**src/rtl/hazard_ctrl.sv**
```systemverilog
// Pipeline hazard controller for the 5-stage MIPS core: latch/PC enables, stalls,
// flushes, halt drain and a saturating stall-cycle counter.
module hazard_ctrl #(
    parameter int CNT_W = 16
) (
    input  logic             CLK,
    input  logic             nRST,
    input  logic             ihit,
    input  logic             dhit,
    input  logic [4:0]       id_rs,
    input  logic [4:0]       id_rt,
    input  logic             id_uses_rt,
    input  logic             ex_dmemREN,
    input  logic [4:0]       ex_wsel,
    input  logic             mem_dmem_req,
    input  logic             mem_halt,
    input  logic             ex_pc_redirect,
    output logic             pc_en,
    output logic             if_id_en,
    output logic             if_id_flush,
    output logic             id_ex_stall,
    output logic             id_ex_flush,
    output logic             ex_mem_en,
    output logic             halted,
    output logic [CNT_W-1:0] stall_count
);

    typedef enum logic [1:0] {
        RUN    = 2'd0,
        DWAIT  = 2'd1,
        HALTED = 2'd2
    } state_t;

    state_t             state_q, state_d;
    logic [CNT_W-1:0]   stall_count_q, stall_count_d;
    logic               load_use;
    logic               dwait;
    logic               freeze;

    assign load_use = ex_dmemREN && (ex_wsel != 5'd0) &&
                      ((ex_wsel == id_rs) || (id_uses_rt && (ex_wsel == id_rt)));
    assign dwait    = mem_dmem_req && !dhit;
    // In DWAIT the outstanding access is released only by dhit, regardless of req.
    assign freeze   = (state_q == DWAIT) ? !dhit : dwait;

    always_ff @(posedge CLK or negedge nRST) begin
        if (!nRST) begin
            state_q       <= RUN;
            stall_count_q <= '0;
        end else begin
            state_q       <= state_d;
            stall_count_q <= stall_count_d;
        end
    end

    always_comb begin
        state_d     = state_q;
        pc_en       = 1'b1;
        if_id_en    = 1'b1;
        if_id_flush = 1'b0;
        id_ex_stall = 1'b0;
        id_ex_flush = 1'b0;
        ex_mem_en   = 1'b1;

        if (state_q == HALTED || mem_halt) begin
            state_d     = HALTED;
            pc_en       = 1'b0;
            if_id_en    = 1'b0;
            id_ex_stall = 1'b1;
            ex_mem_en   = 1'b0;
        end else if (freeze) begin
            state_d     = DWAIT;
            pc_en       = 1'b0;
            if_id_en    = 1'b0;
            id_ex_stall = 1'b1;
            ex_mem_en   = 1'b0;
        end else begin
            state_d = RUN;
            // A redirect keeps pc_en high even on an imem miss so the target is taken.
            if (ex_pc_redirect) begin
                if_id_flush = 1'b1;
                id_ex_flush = 1'b1;
            end else if (!ihit) begin
                pc_en       = 1'b0;
                if_id_en    = 1'b0;
                id_ex_stall = 1'b1;
            end else if (load_use) begin
                pc_en       = 1'b0;
                if_id_en    = 1'b0;
                id_ex_flush = 1'b1;
            end
        end
    end

    always_comb begin
        stall_count_d = stall_count_q;
        if (!pc_en && state_q != HALTED && stall_count_q != {CNT_W{1'b1}}) begin
            stall_count_d = stall_count_q + 1'b1;
        end
    end

    assign halted      = (state_q == HALTED);
    assign stall_count = stall_count_q;

endmodule

```
**config.mk**
```make
export PLATFORM = sky130hd
export DESIGN_NAME = hazard_ctrl
export DESIGN_NICKNAME = d
export VERILOG_FILES = /design/src/rtl/hazard_ctrl.sv
export SDC_FILE = /design/constraint.sdc
export NUM_CORES = 1
export LEC_CHECK = 0
export CORE_MARGIN = 4
export CORE_UTILIZATION = 35
export DETAILED_ROUTE_END_ITERATION = 12
export GPL_TIMING_DRIVEN = 0
export PLACE_DENSITY = 0.68
export SKIP_CTS_REPAIR_TIMING = 1
export SYNTH_ARGS = -nofsm -noshare
export SYNTH_HDL_FRONTEND = slang
export SYNTH_SLANG_ARGS = --single-unit
```
**constraint.sdc**
```tcl
create_clock -name CLK -period 5.75 [get_ports CLK]
set_input_delay 1.725 -clock CLK [delete_from_list [all_inputs] [get_ports CLK]]
set_output_delay 1.725 -clock CLK [all_outputs]
set_load 0.01 [all_outputs]
```
==> flow_summary.yaml <==
power_and_ir_drop:
  sequentialPowerShare: 0.504
  leakagePower_nw: 0.670
  p_clk_frac: 0.284
  p_sw_frac: 0.260
  share_comb_of_total_power: 0.212
  p_int_w: 0.000205
  power_switching_w: 0.0000723
  ir_worst_vdd_v: 0.000122
  p_per_area_nw_per_um2: 168
setup_path:
  reg2reg_setup_slack_ns: 3.68
  crit_start: "ex_wsel[1]"
  cp-start-kind: "primary input"
  critPathMaxStageDelay_ns: 0.57
  crit_top_cell: "clkdlybuf4s50_1"
  crit_path_max_fanout: 3
  critPathArrivalTime_ns: 3.87
  required_ns: 4.03
  reg2reg_depth: 7
  rr_startpoint: "state_q[0]$_DFF_PN0_"
  endpoint: "pc_en"
  path_class: "primary input to output port"
  crit_path_cell_trace: "clkdlybuf4s50_1, or4_1, o21ai_2, nor3_1, nor2_1, buf_4, clkdlybuf4s50_1"
  reg2reg_to: "stall_count[10]$_DFFE_PN0P_"
  worst_setup_path_end_kind: "output port"
  crit_slowest_cell: "or4_1"
drt:
  dr.pass1.iters: 4
  via_per_inst: 4.78
  num_vias: 965
  route.detailed.drc: 0
  drtIter0Drc: 20
  wl_per_cell_um: 13.2
  ant_nets: 0
  routed_wl_um: 2670
yosys:
  syn_avg_cell_area_sq_um: 10.2
  yosys_warnings: 0
  syn_inst: 108
  ys_seq_area_frac: 0.409
  ys_ff_latch: 18
  synth.distinct_cells: 32
  synth_area_sq_um: 1100
  syn_nets: 133
cts:
  cts_buffers: 3
  cts_root_buf: "clkbuf_4"
  clock_path_buffers: 2
  path_clk_slew_ns: 0.10
  insertion_delay_ns: 0.30
  htree_levels: 1
  cts_num_sinks: 18
  cts_tree: "done"
floorplanning:
  placementRows: 20
  dieWidth_um: 64.1
  start_util: 0.364
  coreArea_sq_um: 3030
  die_y_um: 64.1
  die-area_sq_um: 4110
  io_pins: 47
finish:
  multiInputGateArea_sq_um: 621
  n_fill_cell: 273
  insertedDiodeCount: 0
  syn_to_final_growth_pct: 50.5
  seqCellArea_sq_um: 450
  fin_area_sq_um: 1660
  layout.nets: 184
  drive_gt1_frac: 0.101
hold_path:
  worstHoldPathType: "flip-flop to flip-flop"
timing:
  skew_ns: 0.00230
  fin_crit_ns: 5.59
  maxSlewViolCount: 0
  hold_violations: 0
  max-slew-margin-rel: 0.473
  period_share: 0.973
  worstMarginPinSlew_ns: 0.789
  worst_slack_ns: 0.156
  finalSetupViolCount: 0
  fmax_mhz: 179
  tns_ns: 0
  rsz0062_at_grt: "no"
placement:
  port_buffers: 46
  pre_cts_ws_ns: -0.0983
  place_hpwl_um: 2140
  place_congestion: 0.810
  placed_area_sq_um: 1620
run_status:
  outcome: "finished clean"
global_routing:
  grt_pass1_wl_um: 4420
  grt_max_degree: 19
  grtUsageTotal: 0.132
  grt_pass1_vias: 972
  antenna_found_initial: 0
  overflow: 0
run:
  cap_violations: 0
-- power by group through the flow --
stage | combinational (W) | sequential, W | clock [W]
floorplan | 0.0000201 | 0.000144 | 0
finish | 0.0000588 | 0.000140 | 0.0000789
CTS | 0.0000595 | 0.000140 | 0.0000796
detailed placement | 0.0000593 | 0.000143 | 0
global placement | 0.0000585 | 0.000142 | 0
global route | 0.0000640 | 0.000141 | 0.0000845
-- how the worst min path moves through the flow --
| stage | to | start | depth (start not counted) |
|---|---|---|---|
| floorplan | stall_count[15]$_DFFE_PN0P_ | stall_count[15]$_DFFE_PN0P_ | 1 |
| global placement | stall_count[15]$_DFFE_PN0P_ | stall_count[15]$_DFFE_PN0P_ | 1 |
| detailed placement | stall_count[10]$_DFFE_PN0P_ | stall_count[10]$_DFFE_PN0P_ | 1 |
| CTS | stall_count[10]$_DFFE_PN0P_ | stall_count[10]$_DFFE_PN0P_ | 1 |
| global route | stall_count[10]$_DFFE_PN0P_ | stall_count[10]$_DFFE_PN0P_ | 1 |
| finish | stall_count[15]$_DFFE_PN0P_ | stall_count[15]$_DFFE_PN0P_ | 1 |
-- area by class of cell --
class | instances | area share
multi-input combinational | 84 | 0.375
tap | 44 | 0.0332
clock buffer | 4 | 0.0219
inverter | 4 | 0.00906
timing repair buffer | 46 | 0.278
buffer | 2 | 0.0113
sequential | 18 | 0.272
-- cells by family (layout without fill, tap and decap cells) --
kind of cell,count (synthesis),in the layout,synth area share
AOI/OAI and AO/OA,8,8,0.0818
xor gates and xnor gates,24,24,0.191
adders and majority gates,1,1,0.0114
buffers and inverters,6,56,0.0307
DFF,18,18,0.409
muxes,2,2,0.0193
and+or+nand+nor,49,49,0.257
-- layer usage --
| metal | GRT usage | routed length [um] | part of all wire | up-vias |
|---|---|---|---|---|
| met5 | 0 | 0 | 0 | - |
| met4 | 0.0317 | 23 | 0.0086 | 0 |
| met3 | 0.0334 | 206 | 0.077 | 4 |
| met2 | 0.235 | 1210 | 0.45 | 42 |
| met1 | 0.159 | 1230 | 0.46 | 443 |
| li1 | - | - | - | 476 |
-- per-stage QoR --
step | total power, W | cells | utilization | hold WS [ns]
finish | 0.000278 | 202 | 0.547 | 0.501
global route | 0.000290 | 202 | 0.547 | 0.546
CTS | 0.000279 | 202 | 0.546 | 0.504
detailed placement | 0.000202 | 198 | 0.534 | 0.482
global placement | 0.000200 | 198 | 0.534 | 0.476
floorplan | 0.000165 | 108 | - | 0.518
-- Yosys cell counts --
cell type  instances  area, sq um
nand2_2            1         6.26
a311oi_4           1         26.3
o31ai_1            1         7.51
nand3_2            1         10.0
or2_4              1         8.76
a21oi_1            2         10.0
xnor2_1           15          131
a32oi_1            1         8.76
or4_1              1         7.51
mux2i_1            1         10.0
nor4_2             1         12.5
nand4_1            6         37.5
nand3_1            7         35.0
and2b_1            1         7.51
buf_4              1         7.51
nor3_1             3         15.0
mux2_1             1         11.3
xor2_1             9         78.8
and3_2             1         7.51
and2_1             2         12.5
buf_6              1         11.3
nor2_1            12         45.0
o21ai_0            2         10.0
inv_1              4         15.0
nor3b_2            1         12.5
and3_1             5         31.3
nand4_2            1         12.5
ha_1               1         12.5
o41ai_4            1         27.5
dfrtp_1           18          450
nand2_1            4         15.0
nand2b_1           1         6.26
-- critical path, delay by kind of cell --
kind	cells	cell delay (ns)
buffers and inverters	3	1.12
and+or+nand+nor	3	0.79
AOI/OAI and AO/OA	1	0.23
-- sequential cells by signal (all words and copies together), names as in the netlist --
| signal | cells |
|---|---|
| state_q | 2 |
| stall_count | 16 |
-- cell usage in the layout (no fill, tap or decap), drive strengths merged --
cell type      count
inv                4
and2b              1
xor2               9
and2               2
or2                1
nand2b             1
a32oi              1
clkdlybuf4s50     46
o31ai              1
or4                1
nor2              12
mux2               1
buf                2
o21ai              2
dfrtp             18
nor4               1
ha                 1
nand2              5
nand3              8
nor3               3
mux2i              1
o41ai              1
nand4              7
clkbuf             4
and3               6
a311oi             1
nor3b              1
a21oi              2
xnor2             15
(Power assumes the default switching activity.)
